[src/rtl/memory_data_register_param.sv]
// ---------------------------------------------------------------------------
// memory_data_register_param
//
// Memory data register (MDR) for the Mini-SRC datapath. It holds one
// WIDTH-bit word. The word is loaded either directly from the internal bus
// or from memory through a request/ready handshake. A memory read can
// extract a byte, a halfword or a full word, with sign or zero extension.
// An optional wait-state timeout abandons a read that memory never answers.
//
// Parameters
//   WIDTH    register / memory data width (16, 32 or 64)
//   TIMEOUT  maximum WAIT cycles before a read is abandoned (0 = never)
//   OFF_W    byte-offset width (derived)
//
// Ports
//   in_clk        clock, rising edge
//   in_clr        asynchronous active-low reset
//   in_bus        data from the internal bus
//   in_memory     data from memory, valid while in_mem_ready=1
//   in_write      load from in_bus (IDLE only)
//   in_read_req   start a memory read (IDLE only, wins over in_write)
//   in_mem_ready  memory data valid this cycle
//   in_size       00 byte, 01 halfword, 1x full word
//   in_signed     1 = sign-extend sub-word reads
//   in_addr_lo    byte offset within the memory word
//   out           register contents
//   out_busy      high while a read is outstanding
//   out_done      one-cycle pulse: read completed, out holds the new value
//   out_timeout   one-cycle pulse: read abandoned, out unchanged
// ---------------------------------------------------------------------------
module memory_data_register_param #(
  parameter  int WIDTH   = 32,
  parameter  int TIMEOUT = 16,
  localparam int OFF_W   = $clog2(WIDTH / 8)
) (
  input  logic             in_clk,
  input  logic             in_clr,
  input  logic [WIDTH-1:0] in_bus,
  input  logic [WIDTH-1:0] in_memory,
  input  logic             in_write,
  input  logic             in_read_req,
  input  logic             in_mem_ready,
  input  logic [1:0]       in_size,
  input  logic             in_signed,
  input  logic [OFF_W-1:0] in_addr_lo,
  output logic [WIDTH-1:0] out,
  output logic             out_busy,
  output logic             out_done,
  output logic             out_timeout
);

  // A zero TIMEOUT still needs a one-bit counter so the vector stays legal.
  localparam int CNT_W = (TIMEOUT < 1) ? 1 : $clog2(TIMEOUT + 1);
  localparam bit TIMEOUT_EN = (TIMEOUT != 0);
  localparam logic [CNT_W-1:0] CNT_MAX  = {CNT_W{1'b1}};
  localparam logic [CNT_W-1:0] CNT_LAST = TIMEOUT_EN ? CNT_W'(TIMEOUT - 1) : {CNT_W{1'b0}};

  typedef enum logic [0:0] {
    ST_IDLE = 1'b0,
    ST_WAIT = 1'b1
  } state_t;

  state_t             state_r,   state_s;
  logic [CNT_W-1:0]   cnt_r,     cnt_s;
  logic [1:0]         size_r,    size_s;
  logic               signed_r,  signed_s;
  logic [OFF_W-1:0]   off_r,     off_s;
  logic [WIDTH-1:0]   data_r,    data_s;
  logic               busy_r,    busy_s;
  logic               done_r,    done_s;
  logic               timeout_r, timeout_s;

  // Select the addressed byte/halfword and extend it to the full width.
  // Halfwords clear the offset LSB, so a misaligned halfword is aligned down.
  function automatic logic [WIDTH-1:0] extract(
    input logic [WIDTH-1:0] mem,
    input logic [1:0]       size,
    input logic             sgn,
    input logic [OFF_W-1:0] off
  );
    logic [OFF_W-1:0] hoff;
    logic [7:0]       b;
    logic [15:0]      h;
    logic [WIDTH-1:0] r;
    hoff    = off;
    hoff[0] = 1'b0;
    b = 8'(mem >> {off, 3'b000});
    h = 16'(mem >> {hoff, 3'b000});
    case (size)
      2'b00:   r = {{(WIDTH - 8){sgn & b[7]}}, b};
      2'b01:   r = {{(WIDTH - 16){sgn & h[15]}}, h};
      default: r = mem;
    endcase
    return r;
  endfunction

  // Next-state, datapath and pulse decode for the IDLE/WAIT handshake.
  always_comb begin
    state_s   = state_r;
    cnt_s     = cnt_r;
    size_s    = size_r;
    signed_s  = signed_r;
    off_s     = off_r;
    data_s    = data_r;
    busy_s    = 1'b0;
    done_s    = 1'b0;
    timeout_s = 1'b0;
    case (state_r)
      ST_IDLE: begin
        if (in_read_req) begin
          state_s  = ST_WAIT;
          size_s   = in_size;
          signed_s = in_signed;
          off_s    = in_addr_lo;
          cnt_s    = {CNT_W{1'b0}};
          busy_s   = 1'b1;
        end else if (in_write) begin
          data_s = in_bus;
        end else begin
          data_s = data_r;
        end
      end
      ST_WAIT: begin
        busy_s = 1'b1;
        if (in_mem_ready) begin
          state_s = ST_IDLE;
          busy_s  = 1'b0;
          done_s  = 1'b1;
          data_s  = extract(in_memory, size_r, signed_r, off_r);
        end else if (TIMEOUT_EN && (cnt_r == CNT_LAST)) begin
          state_s   = ST_IDLE;
          busy_s    = 1'b0;
          timeout_s = 1'b1;
        end else if (cnt_r != CNT_MAX) begin
          cnt_s = cnt_r + CNT_W'(1);
        end else begin
          cnt_s = cnt_r;
        end
      end
      default: begin
        state_s = ST_IDLE;
      end
    endcase
  end

  // State and output registers; reset aborts any outstanding read silently.
  always_ff @(posedge in_clk or negedge in_clr) begin
    if (!in_clr) begin
      state_r   <= ST_IDLE;
      cnt_r     <= {CNT_W{1'b0}};
      size_r    <= 2'b00;
      signed_r  <= 1'b0;
      off_r     <= {OFF_W{1'b0}};
      data_r    <= {WIDTH{1'b0}};
      busy_r    <= 1'b0;
      done_r    <= 1'b0;
      timeout_r <= 1'b0;
    end else begin
      state_r   <= state_s;
      cnt_r     <= cnt_s;
      size_r    <= size_s;
      signed_r  <= signed_s;
      off_r     <= off_s;
      data_r    <= data_s;
      busy_r    <= busy_s;
      done_r    <= done_s;
      timeout_r <= timeout_s;
    end
  end

  assign out         = data_r;
  assign out_busy    = busy_r;
  assign out_done    = done_r;
  assign out_timeout = timeout_r;

endmodule

[config.mk]
export PLATFORM = sky130hd
export DESIGN_NAME = memory_data_register_param
export DESIGN_NICKNAME = d
export VERILOG_FILES = /design/src/rtl/memory_data_register_param.sv
export SDC_FILE = /design/constraint.sdc
export NUM_CORES = 1
export LEC_CHECK = 0
export CAP_MARGIN = 20
export CORE_MARGIN = 5
export CORE_UTILIZATION = 47
export CTS_BUF_LIST = sky130_fd_sc_hd__clkbuf_16
export DETAILED_ROUTE_END_ITERATION = 7
export PLACE_DENSITY = 0.84
export SYNTH_ARGS = -nofsm -noshare
export SYNTH_HDL_FRONTEND = slang
export SYNTH_SLANG_ARGS = --single-unit
[constraint.sdc]
create_clock -name in_clk -period 6.61 [get_ports in_clk]
set_input_delay 0.9915 -clock in_clk [delete_from_list [all_inputs] [get_ports in_clk]]
set_output_delay 0.9915 -clock in_clk [all_outputs]
set_load 0.03 [all_outputs]
==> metrics list, run 1 <==
- Port Buffers: 108
* Max stage delay on crit path: 1.04 ns
- For the worst setup path, the data arrival time is 2.16 ns.
- Number of global-route vias before repair: 2655
- The analysis attributes to cell leakage a power of 1.622 nW.
* Synth top area cells: dfrtp_1, mux2_2, nand2_1
- Final TNS setup: 0 ns
* Final hold violation count: 0
- For this design, the sink count on the clock tree is 45.
- Post-CTS clock slew at the launch and capture registers of the worst setup and hold paths: 0.06 ns
- The number of nets handed over by synthesis was 356.
- Largest net degree at the start of global routing: 46
- The signal on the critical path passes through clkdlybuf4s50_1.
- The tool flagged a number of max-cap violations equal to 0.
- The number of antenna diodes in the final layout is 0.
- For this run, the total global-route usage over all layers was measured as 21.63%.
* Final number of setup-violating endpoints: 0
- The routed design has 8.149 mm of wire.
- STA classifies the critical path startpoint as a flop.
* Total of warnings raised by yosys: 0
- Share of layout cells above drive strength 1: 16.49%
- The top cell type by area accounts for 40.65% of the synthesized area.
- Overall die width: 86.77 um
- Worst Clk Skew: 0.004721 ns
- For this run, the detailed router's first-pass iteration total came to 6.
* Worst hold path startpoint: cnt_r[1]
- Tmin final: 3.147 ns
- Worst Hold End: cnt_r[1]
- For the pin with the worst max-slew slack, the measured transition is 1.144 ns.
* Top layer used by detailed routing: met4
* Post-Syn Area per Cell: 9.929 sq um
* Final global-route overflow total: 0
- Commonest register cell after synthesis: dfrtp_1
- Vias/cell: 5.758
* Worst min path class: reg2reg
- Final clock period utilization by the worst path: 47.61%
- Number of buffers added by the clock tree synthesis step: 5
- After detailed routing, the number of remaining DRC violations is 0.
- After detailed routing, the met3 layer carries 574 um of wire.
- Max-slew headroom at the worst pin: 23.74%
* CTS tree: done
- Number of antenna-violating nets in the routed design: 0
- Detailed placement finished with a half-perimeter wire length of 5.976 mm.
- The number of antenna violations at the first check in global routing was 0.
- H-tree depth: 2
* EDFF count, synth: 0
* Routed length on met2: 4.033 mm
- Area grow syn2layout: 45.75%
- Count of buffers added by post-CTS timing repair for setup: 0
- Clock Tree Root: clkbuf_16
* Die Area: 7529 sq um
* Count of pins over their slew limit: 0
* M1 wire length: 3.393 mm
- In the synthesized netlist the async set-or-reset flop fraction comes to 100.0%.
* Fin nets: 453
* Leading cell type by number of instances after synthesis: mux2_2
* Row count: 28
- Setup repair after global routing left no endpoint under its margin.
- No sink is reached through more buffers than the 2 on the longest clock path.
- Along the worst path, the maximum fanout reaches 31.
- Worst reg2reg endpoint: out[17]
- Once the floorplan was initialized, standard cells occupied 47.63% of the core.
* Number of cells in the design after placement: 442
- The first global-routing pass estimated 12.88 mm of wire.
* Worst Hold Depth: 2
- For this run, the register share of the synthesized area comes to 40.65%.
- At the end of routability-driven placement, the weighted congestion stood at 0.8175.
- Worst r2r src: out_busy
* CP max-delay cell: dfrtp_1
- The worst register-to-register path has a depth of 3.
* Die Ht: 86.77 um
- R2R Setup Slk: 3.53 ns
- In this run, the number of DRC markers left after iteration 0 of detailed routing was 209.
* #FFs+latches synth: 45
- Power per standard cell area: 313.1 nW/um^2
- The critical path in this run is classified as reg2out.
- VDD sags by at most 0.1563 mV.
* Number of buffers added to fix hold violations after cts: 0
* Post-layout total power: 1.264 mW
- Count of pins on the block boundary: 109
- Excluding fillers, the count of instances in the completed layout stands at 451.
* Distinct cells, synth: 35
- Outcome: finished, final reports clean
- Broken down by cell family, the worst path's largest delay share belongs to flip-flops.
- The final route contains 2597 vias.
- Peak Freq: 317.8 MHz
- Number of standard cells after synthesis: 279
- In this run the cell area of the synthesized design comes to 2770 sq um.
* Endpoint required time on the critical path: 5.62 ns
- Most frequent cells after synthesis: mux2_2, dfrtp_1, nand2_1, a21oi_1, o22ai_1
* Critical path endpoint category: output pin
- The core region is 5816 sq um.
- In this run, post-CTS repair resized a total of 0 instances.
- Count of buffering cells on the critical path with inverters included: 1
- Yosys top cell by area: dfrtp_1
- Final Hold Slack: 0.5089 ns
- Clock latency on the worst-skew pair, taken at its later pin, is 0.28 ns.
- Dividing the detail-routed wire length by the instance count gives 18.07 um.
## cell families (layout without fill, tap and decap cells)
group / Yosys count / count (layout) / share of synthesized area, %
adders and majority gates: 3 / 3 / 1.355
muxes: 51 / 51 / 21.09
AOI/OAI and AO/OA: 85 / 85 / 21.64
and+or+nand+nor: 60 / 60 / 9.937
xor gates and xnor gates: 1 / 1 / 0.3162
DFF: 45 / 45 / 40.65
buffers and inverters: 34 / 131 / 5.013
## power by group
group,switching [mW],internal [mW]
Combinational,0.306,0.292
Sequential,0.0815,0.352
Clock,0.0982,0.135
## through the flow
| stage | utilization [%] | area, sq um | worst slack, ns |
|---|---|---|---|
| 2_1_floorplan | - | 2770 | 4.391 |
| 3_3_place_gp | 66.33 | 3857 | 3.464 |
| 3_5_place_dp | 66.33 | 3857 | 3.324 |
| 4_1_cts | 68.61 | 3990 | 3.441 |
| 5_1_grt | 69.43 | 4038 | 3.254 |
| 6_report | 69.43 | 4038 | 3.463 |
## worst max path at each step
| stage | depth (start not counted) | endpoint | start |
|---|---|---|---|
| final | 1 | out_busy | out_busy |
| after global routing | 3 | out[17] | out_busy |
| after CTS | 1 | out_busy | out_busy |
| after detailed placement | 4 | out[18] | in_mem_ready |
| after global placement | 4 | out[19] | in_mem_ready |
| after floorplan | 4 | out[15] | in_memory[31] |
## area by class of cell
cell class / instances / area [sq um]
clock buffer: 5 / 125.1
clock inverter: 2 / 7.507
fill: 467 / 1778
inverter: 13 / 48.80
multi-input combinational: 200 / 1505
sequential: 45 / 1126
tap: 75 / 93.84
timing repair buffer: 111 / 1131
## layout by cell type (no fill, tap or decap), drive strengths merged
cell type	synthesis	final
dfrtp	45	45
or3	2	2
xor2	1	1
nand2	40	40
clkdlybuf4s50	0	107
and2	1	1
a22o	1	1
a211oi	1	1
nor4b	2	2
clkinv	0	1
and3	1	1
o31ai	1	1
nor2b	3	3
mux2i	1	1
a21oi	25	25
nand3	2	2
a221o	9	9
nor4	1	1
ha	3	3
nand2b	3	3
o21ai	4	4
nor2	4	4
nor3b	1	1
mux4	1	1
inv	13	14
buf	10	4
mux2	49	49
o22ai	24	24
a21o	1	1
clkbuf	11	5
a31oi	1	1
a221oi	16	16
o21bai	1	1
o21a	1	1
## sequential cells by signal, indices dropped and copies added, names as in the netlist
register	cells
cnt_r	5
off_r	2
out	32
out_busy	1
out_done	1
out_timeout	1
signed_r	1
size_r	2
## routing by layer
metal | up-vias | GRT usage (%)
met4 | 0 | 6.657
met3 | 15 | 3.992
li1 | 1234 | -
met2 | 107 | 36.44
met1 | 1241 | 28.23
met5 | - | 0
Power figures use the tool's default switching activity.
==> run 2, diff against run 1 <==
--- a/config.mk
+++ b/config.mk
@@ -7,10 +7,10 @@
 export LEC_CHECK = 0
 export CAP_MARGIN = 20
 export CORE_MARGIN = 5
-export CORE_UTILIZATION = 47
+export CORE_UTILIZATION = 40
 export CTS_BUF_LIST = sky130_fd_sc_hd__clkbuf_16
 export DETAILED_ROUTE_END_ITERATION = 7
-export PLACE_DENSITY = 0.84
+export PLACE_DENSITY = 0.75
 export SYNTH_ARGS = -nofsm -noshare
 export SYNTH_HDL_FRONTEND = slang
 export SYNTH_SLANG_ARGS = --single-unit
==> constraint.sdc (replaced) <==
create_clock -name in_clk -period 2.56 [get_ports in_clk]
set_input_delay 0.384 -clock in_clk [delete_from_list [all_inputs] [get_ports in_clk]]
set_output_delay 0.384 -clock in_clk [all_outputs]
set_load 0.03 [all_outputs]
==> run 2 against run 1 <==
Compared with the run above:
- critical path depth is 6 higher
- final area grew 1.4%
- sequential cell count did not move
- sequential share of layout area is 0.39 points lower
==> metrics list, run 2 (synthesized netlist as in run 1, its figures left out) <==
- Row count: 30 (was 28)
- Endpoint required time on the critical path: 2.77 ns (was 5.62 ns)
- The finished layout cell area is 4095 sq um (was 4038 sq um).
- H-tree depth: 2 (unchanged)
- Routed vias: 2681 (was 2597)
- The mean number of vias per cell is 5.766 (was 5.758).
- Timing would allow up to 446.3 MHz.
- Final global-route overflow total: 0 (unchanged)
- The family with the most delay on the worst path is simple AND/OR/NAND/NOR gates (was flip-flops).
- Post-CTS clock slew at the launch and capture registers of the worst setup and hold paths: 0.06 ns (about the same)
- The full die area was 8690 sq um (was 7529 sq um).
- The library cell used as clock root buffer was clkbuf_16 (unchanged).
- The number of antenna violations at the first check in global routing is 0 (unchanged).
- Maximum fanout along the worst path: 7 (was 31)
* Core region area: 6756 sq um (was 5816 sq um)
- The placed wire-length estimate was 6.323 mm (was 5.976 mm).
- Most frequent cells in the layout: clkdlybuf4s50_1, mux2_2, dfrtp_1 (unchanged)
- The die width is 93.22 um (was 86.77 um).
- The vertical die dimension was 93.22 um (was 86.77 um).
- The total CTS buffers was 5 (unchanged).
- The flip-flop count of the largest register after layout was 32 (unchanged).
- Tmin final: 2.241 ns
* Share of layout cells above drive strength 1: 18.70% (was 16.49%)
* Worst Max-Slew Pin Slew: 1.140 ns (was 1.144 ns)
* # Max-Cap Violations: 0 (unchanged)
- The wire length of the first global-routing pass came to 13.86 mm (was 12.88 mm).
- The number of DRC markers in iteration 0 is 108 (was 209).
* Final clock period utilization by the worst path: 87.53%
- In this design, the critical path's most frequently occurring cell is ha_1.
- The launching element type of the critical path was a flop (unchanged).
- Final number of setup-violating endpoints: 0 (unchanged)
* Worst path cell trace: ha_1 > and3_1 > ha_1 > nor4b_2 > nor2_1 > or3_1 > a21oi_1 (was clkdlybuf4s50_1)
- Maximum number of buffers from clock root to sink: 2 (unchanged)
* Port Buffers: 108 (unchanged)
* CTS tree: done (unchanged)
- The areal power density over the cells is 803.3 nW/um^2 (was 313.1 nW/um^2).
- The number of nets in the final layout came to 461 (was 453).
* Outcome: finished, final reports clean (unchanged)
- The routed length per placed instance was 18.52 um (was 18.07 um).
- Area grow syn2layout: 47.83% (was 45.75%)
* Number of cells in the design after placement: 457 (was 442)
- N_diodes: 0 (unchanged)
- The power after layout was 3.290 mW (was 1.264 mW).
- Max-slew headroom at the worst pin: 23.99% (was 23.74%)
- Worst VDD drop: 0.3385 mV (was 0.1563 mV)
- The buffer and inverter count on the worst path came to 0 (was 1).
- The number of nets with antenna violations after routing is 0 (unchanged).
- Count of pins on the block boundary: 109 (unchanged)
- The pre-CTS worst setup slack came to 0.1717 ns (was 3.324 ns).
- Number of global-route vias before repair: 2695 (was 2655)
- The number of clock sinks came to 45 (unchanged).
- The total of hold buffers inserted after clock tree synthesis came to 0 (unchanged).
- The cell with the largest stage delay on the worst path is nor4b_2 (was dfrtp_1).
- The count of instances resized after the clock tree is built is 0 (unchanged).
* RSZ-0062 raised after global routing: no (unchanged)
- The class of the tightest hold or removal check is in2async (was reg2reg).
* Final TNS setup: 0 ns (unchanged)
- The final-report max-slew violation count was 0 (unchanged).
- Clock latency at the later pin of the worst-skew pair: 0.28 ns (about the same)
- Critical path endpoint category: flop (was output pin)
- Global-route usage over all layers: 20.14% (was 21.63%)
- The worst path setup slack after routing is 0.3192 ns (was 3.463 ns).
* Placer's final routability congestion estimate: 0.7953 (was 0.8175)
- Most common cell after layout, fill and taps aside: clkdlybuf4s50_1 (unchanged)
- The routed wire length was 8.614 mm (was 8.149 mm).
* Max stage delay on crit path: 0.42 ns (was 1.04 ns)
* LEAKAGE: 1.656 nW (was 1.622 nW)
* Count of buffers added by post-CTS timing repair for setup: 0 (unchanged)
- The worst path arrival time was 2.45 ns (was 2.16 ns).
- The startpoint-to-endpoint class of the critical path is reg2reg (was reg2out).
- The number of search-and-repair iterations in the first detailed-routing pass was 4 (was 6).
- The final hold violation count was 0 (unchanged).
* Largest net degree at the start of global routing: 46 (unchanged)
- The cell area after placement was 3951 sq um (was 3857 sq um).
- Worst Clk Skew: 0.004069 ns (was 0.004721 ns)
- The number of standard cells in the final layout excluding fillers was 465 (was 451).
- Initial core utilization: 41.00% (was 47.63%)
- The post-route DRC violation count was 0 (unchanged).
run 2: stage by stage:
step / util, % / hold slack [ns]
2_1_floorplan: - / 0.08841
3_3_place_gp: 58.48 / 0.4792
3_5_place_dp: 58.48 / 0.5010
4_1_cts: 60.52 / 0.2031
5_1_grt: 60.61 / 0.2306
6_report: 60.61 / 0.1753
run 2: report_power, final:
part	total, mW	switching (mW)	leakage (nW)	internal [mW]
logic	1.60	0.843	1.05	0.762
registers	1.07	0.164	0.534	0.908
clock network	0.612	0.259	0.0687	0.353
total	3.29	1.27	1.66	2.02
run 2: worst reg2reg max path, stage by stage, from the launching register on:
cell and delay, ns:
dfrtp_1 0.41, ha_1 0.22, and3_1 0.19, ha_1 0.23, nor4b_2 0.42, nor2_1 0.19, or3_1 0.37, a21oi_1 0.14
run 2: final cells by class:
class / instances / area (sq um)
clock buffer: 5 / 125.1
clock inverter: 3 / 12.51
fill: 573 / 2661
inverter: 13 / 48.80
multi-input combinational: 200 / 1511
sequential: 45 / 1126
tap: 80 / 100.1
timing repair buffer: 119 / 1171
run 2: per-layer routing:
metal  global-route usage (%)  routed length [um]
met3                    4.264                 597
met4                    6.960                 188
met2                    33.65                4238
met5                        0                   0
met1                    25.74                3590
run 2: worst paths after layout:
path	endpoint	startpoint	slack, ns	depth (start not counted)
hold / removal	out[1]	in_clr	0.18	2
hold reg to reg	cnt_r[1]	cnt_r[1]	0.51	2
setup reg to reg	cnt_r[3]	cnt_r[0]	0.32	7
min in group in_clk	cnt_r[1]	cnt_r[1]	0.51	2
setup / recovery	cnt_r[3]	cnt_r[0]	0.32	7
max in group asynchronous	out[4]	in_clr	1.97	2
